## src/rtl/sad_min_tracker.sv

```systemverilog
// -----------------------------------------------------------------------------
// sad_min_tracker
//
// Sits downstream of the PE-array column selector. It takes one SAD per valid
// cycle for the candidate column named by sel_in and walks a 16x16 search
// window in raster order (columns within a row, rows top to bottom). It keeps
// the smallest SAD and the motion vector where that SAD occurred. When the
// last candidate has been taken in, it raises done for one cycle.
//
// Ports
//   clk        system clock, rising edge
//   rst        asynchronous, active-high reset
//   start      one-cycle pulse: begin a search (restarts an active search)
//   sad_valid  sad_in / sel_in carry a candidate this cycle
//   sel_in     candidate column index reported by the selector
//   sad_in     SAD of the candidate at (column, current row)
//   busy       search in progress
//   done       one-cycle pulse: best_sad / mv_x / mv_y hold the result
//   best_sad   minimum SAD found so far
//   mv_x       signed horizontal displacement (column - centre)
//   mv_y       signed vertical displacement (row - centre)
//   seq_err    sticky flag: sel_in disagreed with the expected column
// -----------------------------------------------------------------------------
module sad_min_tracker #(
  parameter int SAD_W     = 16,
  parameter int AXIS_LOG2 = 4,
  parameter int MV_W      = 5
) (
  input  logic                        clk,
  input  logic                        rst,
  input  logic                        start,
  input  logic                        sad_valid,
  input  logic [AXIS_LOG2-1:0]        sel_in,
  input  logic [SAD_W-1:0]            sad_in,
  output logic                        busy,
  output logic                        done,
  output logic [SAD_W-1:0]            best_sad,
  output logic signed [MV_W-1:0]      mv_x,
  output logic signed [MV_W-1:0]      mv_y,
  output logic                        seq_err
);

  localparam int CENTER = 1 << (AXIS_LOG2 - 1);

  typedef enum logic [1:0] {
    S_IDLE   = 2'd0,
    S_SEARCH = 2'd1,
    S_DONE   = 2'd2
  } state_t;

  state_t                          r_state;
  logic [AXIS_LOG2-1:0]            r_col_cnt;
  logic [AXIS_LOG2-1:0]            r_row_cnt;
  logic [2*AXIS_LOG2-1:0]          r_cand_cnt;
  logic                            r_busy;
  logic                            r_done;
  logic                            r_seq_err;
  logic [SAD_W-1:0]                r_best_sad;
  logic signed [MV_W-1:0]          r_mv_x;
  logic signed [MV_W-1:0]          r_mv_y;

  logic                            w_restart;
  logic                            w_accept;
  logic                            w_better;
  logic                            w_last;
  logic                            w_sel_bad;

  // Counter-to-displacement: zero-extend the index to MV_W bits, then remove
  // the window centre so index 0 maps to -CENTER and the top index to +CENTER-1.
  function automatic logic signed [MV_W-1:0] f_disp(input logic [AXIS_LOG2-1:0] cnt);
    logic [MV_W-1:0] ext;
    ext = MV_W'(cnt);
    return signed'(ext - MV_W'(CENTER));
  endfunction

  // A start in the DONE cycle is dropped; anywhere else it (re)launches a
  // search and takes precedence over a simultaneous sad_valid.
  assign w_restart = start && (r_state != S_DONE);
  assign w_accept  = (r_state == S_SEARCH) && sad_valid && !start;
  // Strict compare keeps the earliest candidate on ties.
  assign w_better  = sad_in < r_best_sad;
  assign w_last    = (r_cand_cnt == '1);
  assign w_sel_bad = sel_in != r_col_cnt;

  always_ff @(posedge clk or posedge rst) begin
    if (rst) begin
      r_state    <= S_IDLE;
      r_col_cnt  <= '0;
      r_row_cnt  <= '0;
      r_cand_cnt <= '0;
      r_busy     <= 1'b0;
      r_done     <= 1'b0;
      r_seq_err  <= 1'b0;
      r_best_sad <= '1;
      r_mv_x     <= '0;
      r_mv_y     <= '0;
    end else if (w_restart) begin
      r_state    <= S_SEARCH;
      r_col_cnt  <= '0;
      r_row_cnt  <= '0;
      r_cand_cnt <= '0;
      r_busy     <= 1'b1;
      r_done     <= 1'b0;
      r_seq_err  <= 1'b0;
      r_best_sad <= '1;
      r_mv_x     <= '0;
      r_mv_y     <= '0;
    end else begin
      case (r_state)
        S_IDLE: begin
          r_done <= 1'b0;
        end

        S_SEARCH: begin
          if (w_accept) begin
            if (w_sel_bad) begin
              r_seq_err <= 1'b1;
            end
            if (w_better) begin
              r_best_sad <= sad_in;
              r_mv_x     <= f_disp(r_col_cnt);
              r_mv_y     <= f_disp(r_row_cnt);
            end
            r_col_cnt  <= r_col_cnt + 1'b1;
            r_cand_cnt <= r_cand_cnt + 1'b1;
            if (r_col_cnt == '1) begin
              r_row_cnt <= r_row_cnt + 1'b1;
            end
            if (w_last) begin
              r_state <= S_DONE;
              r_busy  <= 1'b0;
              r_done  <= 1'b1;
            end
          end
        end

        S_DONE: begin
          r_done  <= 1'b0;
          r_state <= S_IDLE;
        end

        default: begin
          r_state <= S_IDLE;
          r_busy  <= 1'b0;
          r_done  <= 1'b0;
        end
      endcase
    end
  end

  assign busy     = r_busy;
  assign done     = r_done;
  assign best_sad = r_best_sad;
  assign mv_x     = r_mv_x;
  assign mv_y     = r_mv_y;
  assign seq_err  = r_seq_err;

endmodule

```

## config.mk

```make
export PLATFORM = sky130hd
export DESIGN_NAME = sad_min_tracker
export DESIGN_NICKNAME = d
export VERILOG_FILES = /design/src/rtl/sad_min_tracker.sv
export SDC_FILE = /design/constraint.sdc
export NUM_CORES = 1
export LEC_CHECK = 0
export BUFFER_PORTS_ARGS = -buffer_cell sky130_fd_sc_hd__buf_2
export CAP_MARGIN = 10
export CORE_MARGIN = 8
export CORE_UTILIZATION = 40
export CTS_CLUSTER_SIZE = 14
export DETAILED_ROUTE_END_ITERATION = 7
export HOLD_SLACK_MARGIN = 0.15
export PLACE_DENSITY = 0.67
export RECOVER_POWER = 100
export SETUP_SLACK_MARGIN = 0.4
export SYNTH_ARGS = -nofsm -noshare
export SYNTH_HDL_FRONTEND = slang
export SYNTH_SLANG_ARGS = --single-unit
export TNS_END_PERCENT = 10
```

## constraint.sdc

```tcl
create_clock -name clk -period 2.1 [get_ports clk]
set_input_delay 0.525 -clock clk [delete_from_list [all_inputs] [get_ports clk]]
set_output_delay 0.525 -clock clk [all_outputs]
set_load 0.05 [all_outputs]
```

Word level (Yosys, flattened, before mapping)

Index checks and enable logic that the tools add are counted.

Logic and storage cells: 82
Bits in registers: 47

Add/subtract/negate cells: 5
Reduce and logical (&&, ||, !) cells: 18
Equal/unequal tests: 10
$lt $le $gt $ge: 1
Muxes and demuxes: 38

Operators with widths:

| kind                                                               | number |
|---|---|
| 16-bit two-way mux                                                 | 4 |
| 5-bit two-way mux                                                  | 8 |
| 4-bit two-way mux                                                  | 7 |
| 8-bit two-way mux                                                  | 3 |
| 16-bit less-than comparator                                        | 1 |
| 3-bit AND reduction                                                | 5 |
| 1-bit two-way mux                                                  | 11 |
| 2-bit nonzero test                                                 | 5 |
| 4-bit by 4-bit subtractor with 5-bit output, second input constant | 2 |
| 4-bit by 1-bit adder with 4-bit output, second input constant      | 2 |
| 8-bit by 1-bit adder with 8-bit output, second input constant      | 1 |
| 8-bit == test, second input constant                               | 1 |
| 2-bit two-way mux                                                  | 3 |
| 3-bit != test, second input constant                               | 2 |
| 4-bit == test, second input constant                               | 1 |
| 2-bit != test, second input constant                               | 2 |
| 4-bit != test                                                      | 1 |
| 2-bit case mux with 2 select lines                                 | 1 |
| 2-bit AND reduction                                                | 2 |
| 1-bit logical AND                                                  | 3 |
| 2-bit by 1-bit == test with 1-bit output, second input constant    | 1 |
| 2-bit == test, second input constant                               | 1 |
| 2-bit logical NOT                                                  | 1 |
| 2-bit by 1-bit != test with 1-bit output, second input constant    | 1 |
| 3 further kinds                                                    | 3 |

Logic depth before layout (Yosys ltp)

Gate-level depths: netlist (run 1).

Depth in word-level cells: 6
Gate-level depth with buffers: 9
Mapped depth without buffers: 7

Least setup slack after synthesis (run 1)

Ideal clock, no wire load.

Path type: register -> register
Start: reg r_best_sad[2] (netlist: best_sad[2])
End: reg r_mv_y[3] (netlist: mv_y[3])
Cell stages (with the launch flop): 10
Setup slack: -280 ps
Setup time: 124 ps
Required time: 1976 ps
Buffers on the path: 2
Clock period less this slack: 2380 ps
Arrival: 2256 ps
Path through: dfstp_2 -> inv_1 -> ha_1 -> a211o_1 -> a31oi_1 -> o21ai_2 -> a211o_1 -> buf_6 -> buf_8 -> mux2i_1

Longest elaborated chain between the ends: 3

Ends and longest elaborated chain:

| what                          | line | RTL |
|---|---|---|
| start: declaration            | 58   | `logic [SAD_W-1:0] r_best_sad;` |
| start signal: assignment      | 120  | `r_best_sad <= sad_in;` |
| 16-bit less-than comparator   | 81   | `assign w_better = sad_in < r_best_sad;` |
| 2-bit nonzero test (no line)  | n/a  |  |
| 3-bit AND reduction (no line) | n/a  |  |
| end signal: assignment        | 122  | `r_mv_y <= f_disp(r_row_cnt);` |
| end: declaration              | 60   | `logic signed [MV_W-1:0] r_mv_y;` |

No other way between the ends.
A chain may end at the register's enable or synchronous reset.

Worst setup path after layout (run 1)

Start: reg r_best_sad[2] (netlist: best_sad[2])
End: reg r_best_sad[15] (netlist: best_sad[15])

Longest elaborated chain between the ends: 3

Ends and longest elaborated chain:

| what                          | line |
|---|---|
| 16-bit less-than comparator   | 81 |
| 2-bit nonzero test (no line)  | n/a |
| 3-bit AND reduction (no line) | n/a |

No other way between the ends.

==> results of run 1 <==
==> metrics by stage <==
| step | util [%] | area [sq um] | total power [mW] | hold slack, ns | TNS, ns |
|---|---|---|---|---|---|
| 6_report | 52.7 | 3120 | 2.04 | 0.195 | -0.0769 |
| 5_1_grt | 52.7 | 3120 | 2.14 | 0.227 | -1.76 |
| 4_1_cts | 51.8 | 3070 | 2.05 | 0.212 | -0.0586 |
| 3_5_place_dp | 48.6 | 2880 | 1.47 | 0.472 | -2.50 |
| 3_3_place_gp | 48.6 | 2880 | 1.46 | 0.470 | -1.70 |
| 2_1_floorplan | - | 2480 | 1.33 | 0.443 | -4.43 |
==> sequential cells by signal, indices dropped and copies added (netlist names) <==
register and flops:
best_sad 16, r_row_cnt 4, r_cand_cnt 8, r_col_cnt 4
mv_x 4, done 1, mv_y 4, seq_err 1
r_state 2, busy 1
==> area by class of cell <==
type | instances | area [sq um] | area share [%]
Multi-Input combinational cell | 147 | 1310 | 42.0
Sequential cell | 45 | 1150 | 36.8
Timing Repair Buffer | 69 | 384 | 12.3
Inverter | 27 | 101 | 3.25
Tap cell | 75 | 93.8 | 3.01
Clock buffer | 7 | 76.3 | 2.44
Clock inverter | 1 | 8.76 | 0.281
==> kinds of logic after synthesis <==
logic type      Yosys count  share of synthesized area [%]
xor+xnor                 13                           4.68
mux                      11                           4.62
buf+inv                  41                           7.76
simple gates             47                           9.30
fa+ha+maj                18                           9.25
compound gates           58                           17.3
flops                    45                           47.1
==> metal layers <==
metal,vias up,wire [microns],GRT usage [%]
met5,-,0,0
met4,0,53,4.36
met3,7,369,3.92
met2,51,2790,21.2
met1,945,2640,17.5
li1,968,-,-
==> power breakdown <==
group / total (mW) / internal, mW / switching [mW] / leakage (nW)
sequential: 0.965 / 0.931 / 0.0340 / 0.554
combinational: 0.528 / 0.172 / 0.356 / 0.853
clock: 0.547 / 0.238 / 0.309 / 0.0424
total: 2.04 / 1.34 / 0.698 / 1.45
==> placed cells by master (no fill, tap or decap), drive strengths merged, types with 2 or more instances in the layout <==
master,count
xnor2,7
a31oi,16
dfstp,16
nand4,7
a211o,2
o21ai,5
dfrtp,29
inv,26
xor2,6
buf,55
a21o,2
o211ai,2
a22o,3
nand2b,2
and3,3
nor2,12
nand2,18
mux2,2
a2111oi,15
ha,18
clkinv,2
mux2i,9
a21oi,9
or3,2
clkbuf,21
==> how the worst max path moves through the flow <==
| stage | from | to | slack [ns] | depth (start not counted) |
|---|---|---|---|---|
| global route | best_sad[2] | best_sad[1] | -0.11 | 8 |
| CTS | best_sad[2] | best_sad[15] | -0.02 | 8 |
| global placement | sad_in[1] | best_sad[1] | -0.11 | 8 |
| finish | best_sad[2] | best_sad[15] | -0.02 | 8 |
| floorplan | best_sad[2] | mv_y[3] | -0.21 | 9 |
| detailed placement | sad_in[1] | best_sad[4] | -0.16 | 8 |
==> worst max-delay path: stages (launching register included) <==
cell	delay, ns
dfstp_2	0.55
inv_2	0.05
ha_4	0.23
a211o_1	0.27
a31oi_2	0.18
o21ai_2	0.09
a211o_1	0.32
buf_6	0.18
a31oi_4	0.18
==> repair_timing <==
item | CTS | global route
endpoints found under the setup margin | 29 | 31
gates resized for setup | 26 | 17
buffers inserted | 0 | 1
pin swaps | 7 | 11
hold buffers | 0 | 0
gates cloned | 0 | 0
==> metrics.txt, run 1 <==
status=finished with violations; failing checks=negative setup slack; Post-route DRC=0; clk_lat worst skew=0.31 ns; max-slew violation count=0; vias in the first global route=1,963; reg-to-reg critical path startpoint=best_sad[2]; Final nets=337; synthesized area per cell=10.4 sq um; asr flop ratio synth=100%; gp weighted congestion=slightly below 0.8; largest net degree at the start of global routing=32; DRT Pass-1 Iters=6; critical path type=reg2reg; via count=1,971; skew final=0.00989 ns; port bufs=between 50 and 60; CTS Buffer Depth=2; R2R Path End=best_sad[15]; top cells by area, synth=dfrtp_1 30%, dfstp_2 17%, ha_1 9.2%; Routed WL=5850 microns; Data required, critical path=2.33 ns; # IOs=53; Syn Nets=275; row count=28; top_reg_cell synth=dfrtp_1; Mapped Cells=between 200 and 250; Worst-Margin Slew=~0.78 ns; CORE AREA=0.00592 sq mm; max-cap viol count=0; Detail Route Antenna Nets=0; initial drt markers=95; CP arrival=~2.4 ns; Slew headroom=about 48%; leakage power total=1.45 nW; first-pass GRT wire length=9690 microns; number of synthesized flops with an enable pin=0; top cells by count, synth=29 x dfrtp_1, 27 x inv_1, 18 x ha_1, 18 x nand2_1; Die Width=94.0 microns; Initial Utilization=about two fifths; startpoint class of the critical path=register; via/cell ratio=~5.3; cell taking the most area after synthesis=dfrtp_1; fin cells=371; Yosys top cell area share=29.8%; # diodes=0; Die Y=94.0 microns; area added between synthesis and finish=28.2%; post-synthesis sequential area ratio=between 40% and 50%; initial antenna violation count=0; layout cell share with drive strength beyond 1=37.5%; CTS Root Cell=clkbuf_8; CP max FO=9; Tmin final=approximately 2.1 ns; Die ar.=about 0.009 sq mm; worst setup margin=-0.0217 ns; power per cell area=654 mW/mm^2; WL/cell=15.8 microns; CTS Buf Count=5; Clk pin slew, worst setup/hold paths=0.09 ns; total gr overflow=0; crit share post-route=101%; total track usage=13.6%; Hold Fails Final Rpt=0; HP Class=in2async; Layout fillers=554; Reg2Reg Setup Slack=-0.02 ns; hpwl dp=4210 microns; number of clock sinks=45; RSZ-0062 raised after global routing=yes; FF-to-FF path depth=8; CTS tree=done; Final setup viols=7; placed cell count=362; number of synthesized register bits=between 40 and 50; pre-CTS WS=-0.161 ns; most numerous cell in the Yosys netlist=dfrtp_1; post-synthesis cell type count=36; H-Tree Depth=2; VDD IR max=0.279 mV; Fmax=between 400 and 500 MHz; Worst setup EP type=register; YS warnings=0; Post-Synthesis Cell Area=0.00243 sq mm
(Power assumes the default switching activity.)
==> run 2, diff against run 1 <==
- CORE_UTILIZATION: 40 -> 49
- CTS_CLUSTER_DIAMETER: not set -> 40
- PLACE_DENSITY: 0.67 -> 0.79
==> metrics.txt, run 2 (same netlist as run 1, synthesis figures left out) <==
area added between synthesis and finish=26.0%; Data required, critical path=2.32 ns; hold_ws=around 0.43 ns; Final nets=334; skew final=0.0105 ns; VDD IR max=roughly 0.35 mV; # diodes=0; # IOs=53; clk_lat worst skew=0.30 ns; Die ar.=around 0.0075 sq mm; RSZ-0062 raised after global routing=yes; Initial Utilization=51.2%; Worst setup EP type=register; total gr overflow=0; hold path depth=3; startpoint class of the critical path=register; port bufs=between 50 and 60; Tmin final=2.13 ns; status=finished with violations; CORE AREA=roughly 0.0048 sq mm; gp weighted congestion=0.770; critical path type=reg2reg; CTS Root Cell=clkbuf_8; first-pass GRT wire length=9480 microns; initial drt markers=76; Hold Fails Final Rpt=0; hpwl dp=4000 microns; power per cell area=690 mW/mm^2; Final setup viols=6; DRT Pass-1 Iters=4; max-cap viol count=0; number of clock sinks=45; worst setup margin=-0.0346 ns; WL/cell=16.0 microns; vias in the first global route=2,056; leakage power total=around 1.4 nW; via/cell ratio=roughly 5.5; Clk pin slew, worst setup/hold paths=roughly 0.09 ns; Post-route DRC=0; CTS Buffer Depth=2; CP max FO=15; max-slew violation count=0; max reg flops=16; hold_buf cts=0; Fmax=around 470 MHz; H-Tree Depth=2; Slew headroom=between 20% and 30%; post-CTS setup buffer count=0; CTS tree=done; layout cell share with drive strength beyond 1=31.1%; register area=~0.0011 sq mm; total track usage=15.7%; pre-CTS WS=-0.146 ns; crit share post-route=102%; CTS Buf Count=5; FF-to-FF path depth=8; failing checks=negative setup slack; Routed WL=5740 microns; Die Y=86.5 microns; CP arrival=2.35 ns; initial antenna violation count=0; commonest non-fill, non-tap cell in the layout=dfrtp_1; most frequent cells in the layout=29 x dfrtp_1, 28 x clkbuf_1, 25 x buf_2; row count=25; Worst-Margin Slew=1.11 ns; Die Width=about 86 microns; HP Class=in2reg; largest net degree at the start of global routing=46; via count=1,986; Multi-input gate area=~0.0013 sq mm; Detail Route Antenna Nets=0; Layout fillers=385
[run 2: cell count changes in the layout (fill, tap and decap cells not counted), moves of 3 or more]
cell,before,now
a2111oi_2,8,11
buf_4,12,8
clkbuf_1,15,28
buf_2,39,25
[run 2: power by group]
group	switching, mW	internal (mW)	total, mW
clock	0.298	0.340	0.639
sequential	0.0323	0.931	0.964
combinational	0.353	0.159	0.513
[run 2: worst paths after layout]
kind	slack [ns]	from	endpoint
max	-0.03	best_sad[2]	best_sad[2]
min	0.43	sad_in[0]	best_sad[0]
max reg2reg	-0.03	best_sad[2]	best_sad[2]
min reg2reg	0.49	r_row_cnt[3]	mv_y[3]
max in group asynchronous	0.86	rst	r_col_cnt[1]
min in group asynchronous	0.56	rst	r_cand_cnt[7]
[run 2: per-layer routing]
metal	share of wire [%]	track usage, %	up-vias
met2	53	28.7	38
met1	41	16.8	982
met4	0.44	4.54	0
met3	5.3	4.82	4
li1	-	-	962
met5	0	0	-
[run 2: final cells by class]
cell class | instances | area share, %
tap | 67 | 2.73
clock buffer | 8 | 3.63
multi-input combinational | 147 | 41.3
inverter | 27 | 3.30
sequential | 45 | 37.4
timing repair buffer | 66 | 11.6
[run 2: stage by stage]
step / total power [mW] / cells / setup TNS, ns / instance area [sq um] / util [%]
detailed placement: 1.46 / 352 / -1.92 / 2850 / 60.0
global placement: 1.45 / 352 / -1.11 / 2850 / 60.0
finish: 2.12 / 360 / -0.108 / 3070 / 64.5
floorplan: 1.33 / 233 / -4.43 / 2480 / -
CTS: 2.13 / 360 / -0.00230 / 3060 / 64.3
global route: 2.22 / 360 / -1.50 / 3070 / 64.5
[run 2: worst max-delay path, stage by stage (launching register included)]
cell and delay [ns]:
dfstp_2 0.56, inv_2 0.05, ha_4 0.23, a211o_1 0.26, a31oi_2 0.17, o21ai_2 0.08, buf_4 0.23, a2111oi_0 0.37
a31oi_1 0.09
[run 2: repair_timing]
| item | CTS | global route |
|---|---|---|
| setup endpoints to repair | 27 | 28 |
| resized for setup | 28 | 10 |
| pin swaps | 11 | 0 |
